$ cat config.mk
export PLATFORM = sky130hd
export DESIGN_NAME = fetch_unit
export DESIGN_NICKNAME = d
export VERILOG_FILES = /design/src/rtl/fetch_pkg.sv /design/src/rtl/fetch_queue.sv /design/src/rtl/fetch_unit.sv
export SDC_FILE = /design/constraint.sdc
export NUM_CORES = 1
export LEC_CHECK = 0
export BUFFER_PORTS_ARGS = -buffer_cell sky130_fd_sc_hd__buf_2
export CORE_MARGIN = 3
export CORE_UTILIZATION = 25
export DETAILED_ROUTE_END_ITERATION = 7
export SYNTH_ARGS = -nofsm -noshare
export SYNTH_HDL_FRONTEND = slang
export SYNTH_SLANG_ARGS = --single-unit
export TNS_END_PERCENT = 20
$ cat constraint.sdc
create_clock -name clk -period 7.64 [get_ports clk]
set_input_delay 0.764 -clock clk [delete_from_list [all_inputs] [get_ports clk]]
set_output_delay 0.764 -clock clk [all_outputs]
set_load 0.01 [all_outputs]
$ cat src/rtl/fetch_pkg.sv
// Shared widths, reset/step constants and the queue entry type for the fetch stage.
package fetch_pkg;

    localparam int ADDR_WIDTH  = 12;
    localparam int INSTR_WIDTH = 32;

    localparam logic [ADDR_WIDTH-1:0] RESET_PC = '0;
    localparam logic [ADDR_WIDTH-1:0] PC_STEP  = ADDR_WIDTH'(4);

    typedef struct packed {
        logic [ADDR_WIDTH-1:0]  pc;
        logic [INSTR_WIDTH-1:0] instr;
    } fetch_entry_t;

endpackage

$ cat src/rtl/fetch_queue.sv
// Two-entry FIFO of {pc, instr} pairs with flush; head is presented from registers.
module fetch_queue
    import fetch_pkg::*;
(
    input  logic         clk,
    input  logic         rst,
    input  logic         flush_i,
    input  logic         push_i,
    input  logic         pop_i,
    input  fetch_entry_t push_data_i,
    output fetch_entry_t head_o,
    output logic [1:0]   count_o
);

    fetch_entry_t mem_q [2];
    logic         head_q;
    logic         tail_q;
    logic [1:0]   count_q;

    always_ff @(posedge clk) begin
        if (rst) begin
            mem_q[0] <= '0;
            mem_q[1] <= '0;
            head_q   <= 1'b0;
            tail_q   <= 1'b0;
            count_q  <= 2'd0;
        end else if (flush_i) begin
            head_q   <= 1'b0;
            tail_q   <= 1'b0;
            count_q  <= 2'd0;
        end else begin
            if (push_i) begin
                mem_q[tail_q] <= push_data_i;
                tail_q        <= ~tail_q;
            end
            if (pop_i) begin
                head_q <= ~head_q;
            end
            case ({push_i, pop_i})
                2'b10:   count_q <= count_q + 2'd1;
                2'b01:   count_q <= count_q - 2'd1;
                default: count_q <= count_q;
            endcase
        end
    end

    assign head_o  = mem_q[head_q];
    assign count_o = count_q;

endmodule

$ cat src/rtl/fetch_unit.sv
// PC generation and I-mem request stage; returned reads are queued for fetch_buffer.
module fetch_unit #(
    parameter int                    ADDR_WIDTH  = fetch_pkg::ADDR_WIDTH,
    parameter int                    INSTR_WIDTH = fetch_pkg::INSTR_WIDTH,
    parameter logic [ADDR_WIDTH-1:0] RESET_PC    = fetch_pkg::RESET_PC,
    parameter logic [ADDR_WIDTH-1:0] PC_STEP     = fetch_pkg::PC_STEP
) (
    input  logic                   clk,
    input  logic                   rst,
    input  logic                   redirect_valid,
    input  logic [ADDR_WIDTH-1:0]  redirect_pc,
    output logic                   imem_en,
    output logic [ADDR_WIDTH-1:0]  imem_addr,
    input  logic [INSTR_WIDTH-1:0] imem_rdata,
    input  logic                   out_ready,
    output logic                   out_valid,
    output logic [ADDR_WIDTH-1:0]  pc_out,
    output logic [INSTR_WIDTH-1:0] instr_out
);

    logic [ADDR_WIDTH-1:0] pc_req_q, pc_req_d;
    logic [ADDR_WIDTH-1:0] inflight_pc_q, inflight_pc_d;
    logic                  inflight_q, inflight_d;

    fetch_pkg::fetch_entry_t push_data;
    fetch_pkg::fetch_entry_t head;
    logic [1:0]              count;
    logic                    head_vld;
    logic                    pop_req;
    logic [2:0]              occ;
    logic                    issue;

    assign head_vld = (count != 2'd0);
    assign pop_req  = head_vld && out_ready;

    // Occupancy counts the read in flight so a returning word always finds a free slot.
    assign occ   = {1'b0, count} + {2'b0, inflight_q};
    assign issue = !rst && !redirect_valid && (occ < (3'd2 + {2'b0, pop_req}));

    assign push_data.pc    = inflight_pc_q;
    assign push_data.instr = imem_rdata;

    fetch_queue u_queue (
        .clk         (clk),
        .rst         (rst),
        .flush_i     (redirect_valid),
        .push_i      (inflight_q && !redirect_valid),
        .pop_i       (pop_req && !redirect_valid),
        .push_data_i (push_data),
        .head_o      (head),
        .count_o     (count)
    );

    always_comb begin
        pc_req_d      = pc_req_q;
        inflight_pc_d = inflight_pc_q;
        inflight_d    = 1'b0;
        if (redirect_valid) begin
            pc_req_d = redirect_pc;
        end else if (issue) begin
            pc_req_d      = pc_req_q + PC_STEP;
            inflight_pc_d = pc_req_q;
            inflight_d    = 1'b1;
        end
    end

    always_ff @(posedge clk) begin
        if (rst) begin
            pc_req_q      <= RESET_PC;
            inflight_pc_q <= '0;
            inflight_q    <= 1'b0;
        end else begin
            pc_req_q      <= pc_req_d;
            inflight_pc_q <= inflight_pc_d;
            inflight_q    <= inflight_d;
        end
    end

    assign imem_en   = issue;
    assign imem_addr = pc_req_q;

    // Outputs are forced quiet while reset is held, regardless of stale queue contents.
    assign out_valid = !rst && head_vld;
    assign pc_out    = rst ? '0 : head.pc;
    assign instr_out = rst ? '0 : head.instr;

endmodule

# [Yosys cells after proc, flatten, opt, wreduce, memory -nomap -nowiden]
# Memories as Yosys holds them, arrays and structs flattened. A register that Yosys moved wholly into a read port is not among the register bits.
# Index checks and enable logic that the tools add are counted.
[op_classes] n_addsub=5 mul=0 n_div=0 n_lt_le_gt_ge=1 eq_ne=2 shifts=0 n_mux=17 n_bitwise=3 n_reduce_logical=14
[ops] cell="$mux W44" count=1
[ops] cell="$reduce_or A44 Y1" count=1
[ops] cell="$mux W12" count=3
[ops] cell="$mux W32" count=1
[ops] cell="$add A12 B3 Y12 const B" count=1
[ops] cell="$mux W1" count=11
[ops] cell="$logic_and A1 B1 Y1" count=6
[ops] cell="$reduce_bool A2 Y1" count=3
[ops] cell="$pmux W2 S2" count=1
[ops] cell="$add A2 B1 Y3" count=1
[ops] cell="$add A2 B1 Y3 const A" count=1
[ops] cell="$lt A3 B3 Y1" count=1
[ops] cell="$not A1 Y1" count=3
[ops] cell="$add A2 B1 Y2 const B" count=1
[ops] cell="$eq A2 B1 Y1 const B" count=1
[ops] cell="$eq A2 B2 Y1 const B" count=1
[ops] cell="$logic_not A1 Y1" count=2
[ops] cell="$reduce_and A2 Y1" count=1
[ops] cell="$reduce_or A2 Y1" count=1
[ops] cell="$sub A2 B1 Y2 const B" count=1
[word_totals] register_bits=29 latchBits=0 ramBits=88 romBits=0 inputBits=48 output_inout_bits=58 word_cells=49 mem_count=1
[memory_table] name="u_queue.mem_q" depth=2 width=44 read_ports=1 rd_clocked_by_memory_dff=1 wr=2 line_no="fetch_queue.sv:15" source="fetch_entry_t mem_q [2];"

# [Depth between registers and ports, before layout]
[logic_depth] word_depth=8 depth_mapped=7 ltp_nobuf=6

# [By module]
# A second synthesis with hierarchy kept.
[unflattened] cells_unflattened=462 hier_area_um2=5572.8
[by_module_without_submodules] module="fetch_queue" n_inst=1 cells_each=267 area_per_inst_um2=4080.2 seq_area_each_um2=2742.6
[by_module_without_submodules] module="fetch_unit" n_inst=1 cells_each=195 area_per_inst_um2=1492.7 seq_area_each_um2=500.5

# [Least setup slack after synthesis]
# OpenSTA, ideal clock, no wires.
[synth_path] path_kind="input port to flip-flop" start="in redirect_valid" end="mem u_queue.mem_q[0][0] (netlist name), enable pin" setup_ps=455 t_arrival_ps=3030 t_required_ps=7185 slack_ps=4155 stages=3 path_buffers=0 cell_sequence="inv_1 > nand2_1 > o21bai_1"
[synth_rtl] element="start, declared" line_no="fetch_unit.sv:10" source="input logic redirect_valid,"
[synth_rtl] element="end, declared" line_no="fetch_queue.sv:15"

# [Worst setup path after layout]
[layout_path] start="reg u_queue.count_q[0] (netlist: u_queue.count_o[0])" end="out imem_en"
[layout_via] elab_chain_len=5 word_cells_on_any_way=6 cone_classes="add/sub: 2; order compare: 1; reduce/logical: 3"
[layout_rtl] element="start, declared" line_no="fetch_queue.sv:18" source="logic [1:0] count_q;"
[layout_rtl] element="start signal, assigned" line_no="fetch_queue.sv:40" source="2'b10: count_q <= count_q + 2'd1;"
[layout_rtl] element="start signal, assigned" line_no="fetch_queue.sv:41" source="2'b01: count_q <= count_q - 2'd1;"
[layout_rtl] element="start signal, assigned" line_no="fetch_queue.sv:42" source="default: count_q <= count_q;"
[layout_rtl] element="$reduce_bool A2 Y1" line_no="fetch_unit.sv:33" source="assign head_vld = (count != 2'd0);"
[layout_rtl] element="$logic_and A1 B1 Y1" line_no="fetch_unit.sv:34" source="assign pop_req = head_vld && out_ready;"
[layout_rtl] element="$add A2 B1 Y3" line_no="fetch_unit.sv:38" source="assign issue = !rst && !redirect_valid && (occ < (3'd2 + {2'b0, pop_req}));"
[layout_rtl] element="$lt A3 B3 Y1 *" line_no="fetch_unit.sv:38"
[layout_rtl] element="$logic_and A1 B1 Y1 *" line_no="fetch_unit.sv:38"
[layout_rtl] element="end, declared" line_no="fetch_unit.sv:12" source="output logic imem_en,"
# Mark *: on every way between the ends. The rest lies on a longest branch, timed or not.

==> results.json <==
{
  "status": "completed",
  "fin_crit_sh_pct": 40.86,
  "p_per_area_mw_per_mm2": 252.8,
  "hpwl_um": 7543,
  "fp-row-count": 52,
  "internal_power_mw": 1.365,
  "power_mw": 1.721,
  "synth-edff-count": 88,
  "gr-usage-met2_pct": 16.30,
  "initial_utilization_pct": 25.96,
  "peakVddDrop_v": 0.0001444,
  "port_buffers": 105,
  "clk_path_buf_depth": 2,
  "reg2reg_to": "u_queue.mem_q[1][3]$_SDFFCE_PN0P_",
  "cp-end-kind": "output pin",
  "grt_pass1_wl_um": 19460,
  "ioPinCount": 106,
  "syn_avg_cell_area_um2": 11.64,
  "grt_start_max_net_pins": 74,
  "fin_skew_ps": 7.476,
  "whs_ps": 473.9,
  "cts_tree": "done",
  "clkTransAtPathRegs_ps": 60,
  "p_sw_mw": 0.3567,
  "drtIter0Drc": 210,
  "fin_nets": 608,
  "routed_wl_um": 12360,
  "grt.met1_usage_pct": 14.28,
  "slew-limit-headroom_pct": 24.56,
  "grt_pass1_vias": 3637,
  "finalSetupViolations": 0,
  "synth.area.top_cells": "edfxtp_1, dfxtp_1, and2_1",
  "rsz0062_at_grt": "false",
  "p_clk_share_pct": 51.8,
  "drive_gt1_share_pct": 25.83,
  "synth_common_cells": "and2_1, edfxtp_1, nor2_1",
  "reg2regPathDepth": 4,
  "postCtsSetupBuffers": 0,
  "dr.pass1.iters": 4,
  "hold_path_class": "flop to flop",
  "cap_violations": 0,
  "synth.distinct_cells": 39,
  "netlist_area_mm2": 0.005355,
  "cts_hold_buf": 0,
  "core-area_mm2": 0.02062,
  "nFillCells": 2088,
  "synth-compound-area-share_pct": 6.308,
  "max_slew.worst_pin.slew_ps": 1132,
  "fin_crit_ps": 3122,
  "critPathLaunchType": "flop",
  "slew_viol_final": 0,
  "synth-simple-area-share_pct": 20.30,
  "num_antenna_cells": 0,
  "ys_seq_elements": 118,
  "utilization_pct": 33.01,
  "cp_max_fo": 31,
  "timing.rr.start": "inflight_q$_SDFF_PP0_",
  "htree_levels": 4,
  "combPwrFrac_pct": 5.7,
  "final_cells": 839,
  "viasPerCell": 4.428,
  "cts_resized": 0,
  "die_area_mm2": 0.02321,
  "seq_power_share_pct": 42.4,
  "worstSetupStartpoint": "u_queue.count_o[0]$_SDFFE_PP0P_",
  "clock_latency_ps": 410,
  "finalHoldViolations": 0,
  "p_leak_nw": 2.612,
  "crit_end": "imem_en",
  "reg2reg_slack_ps": 5120,
  "routedWlPerCell_um": 14.73,
  "dieHeight_um": 152.4,
  "p_sw_share_pct": 20.72,
  "synth_top_flop_cell": "edfxtp_1",
  "synthArstFlopShare_pct": 0,
  "worstSetupPathType": "flop to output pin",
  "cts_sinks": 118,
  "synth_fp_nets": 512,
  "drc": 0,
  "ys_seq_area_share_pct": 60.56,
  "place_congestion": 0.7508,
  "synth.mux.area_fraction_pct": 8.598,
  "synth_top_family_by_area": "simple AND/OR/NAND/NOR gates",
  "antenna_found_initial": 0,
  "grt_overflow_total": 0,
  "drtAntennaViolNets": 0,
  "use_met3_pct": 3.096,
  "busiest_layer": "met2",
  "vias": 3715,
  "track_usage_pct": 10.58,
  "crit_arrival_ps": 2360,
  "fmax_mhz": 320.4,
  "areaGrowthSynthToFinish_pct": 27.15,
  "numCtsBuffers": 17,
  "die_w_um": 152.4,
  "yosys.area.top_type": "edfxtp_1",
  "yosysWarnings": 0,
  "synthAdderAreaFrac_pct": 0.9346,
  "synth_top_cell_area_share_pct": 49.35,
  "cts_root_buf": "clkbuf_16",
  "required_ps": 6880,
  "synth_xor_xnor_area_share_pct": 0.6542,
  "tns_ps": 0,
  "netlist_instances": 460,
  "dp.cells": 807
}
state kept, by name, summed over array words and instances (netlist names), named ones only:
register and cells:
u_queue.mem_q 88, imem_addr 12, inflight_pc_q 12, u_queue.count_o 2, inflight_q 1, u_queue.head_q 1, u_queue.tail_q 1
per-layer routing:
layer	wire length [um]	up-vias
met5	0	-
met3	693	12
met2	5694	115
met1	5837	1740
met4	136	0
li1	-	1848
logic make-up after synthesis:
| group | Yosys count |
|---|---|
| flip-flops | 118 |
| AND/OR/NAND/NOR | 202 |
| adder cells (fa/ha/maj) | 4 |
| XOR/XNOR | 4 |
| buffers and inverters | 36 |
| multiplexers | 46 |
| AO/OA/AOI/OAI | 50 |
cell type report:
type	instances	area, um2	area share (%)
inverters	3	11.26	0.1654
flip-flops and latches	118	3244	47.65
clock buffers	19	432.9	6.358
multi-input cells	306	1992	29.25
repair buffers	110	563.0	8.269
well taps	270	337.8	4.961
clock inverters	13	227.7	3.344
worst max-delay path: stages, from the launching register on:
cell,delay [ps]
dfxtp_1,360
ha_1,200
ha_1,280
o21a_1,800
nor3_1,110
buf_2,190
worst min-delay path by stage:
stage,end,start,cells past startpoint
final,inflight_pc_q[7]$_SDFFE_PP0P_,inflight_pc_q[7]$_SDFFE_PP0P_,2
after global routing,inflight_pc_q[7]$_SDFFE_PP0P_,inflight_pc_q[7]$_SDFFE_PP0P_,2
after detailed placement,inflight_pc_q[7]$_SDFFE_PP0P_,inflight_pc_q[7]$_SDFFE_PP0P_,2
after global placement,inflight_pc_q[9]$_SDFFE_PP0P_,inflight_pc_q[9]$_SDFFE_PP0P_,2
after CTS,inflight_pc_q[7]$_SDFFE_PP0P_,inflight_pc_q[7]$_SDFFE_PP0P_,2
after floorplan,inflight_pc_q[0]$_SDFFE_PP0P_,inflight_pc_q[0]$_SDFFE_PP0P_,2
through the flow:
step | worst slack, ps | instance area, um2
detailed placement | 4085 | 6148
CTS | 4504 | 6809
global route | 4328 | 6809
global placement | 4124 | 6148
floorplan | 4155 | 5355
finish | 4518 | 6809
power by group through the flow:
stage / logic (mW) / registers, mW / clock network, mW
floorplan: 0.0539 / 0.742 / 0
global placement: 0.100 / 0.743 / 0
detailed placement: 0.101 / 0.744 / 0
CTS: 0.101 / 0.730 / 0.913
global route: 0.111 / 0.734 / 0.945
finish: 0.0988 / 0.730 / 0.892
cells in the final DEF, fill, tap and decap left out, types with 15 or more instances in the layout:
master	synthesis	layout
and2_1	88	88
nor2_1	61	61
nand2_1	15	15
edfxtp_1	88	88
mux2i_1	46	46
buf_2	5	105
clkbuf_16	0	17
dfxtp_1	30	29
o31ai_1	15	15
Note: power is estimated with default switching activity, not from simulation.
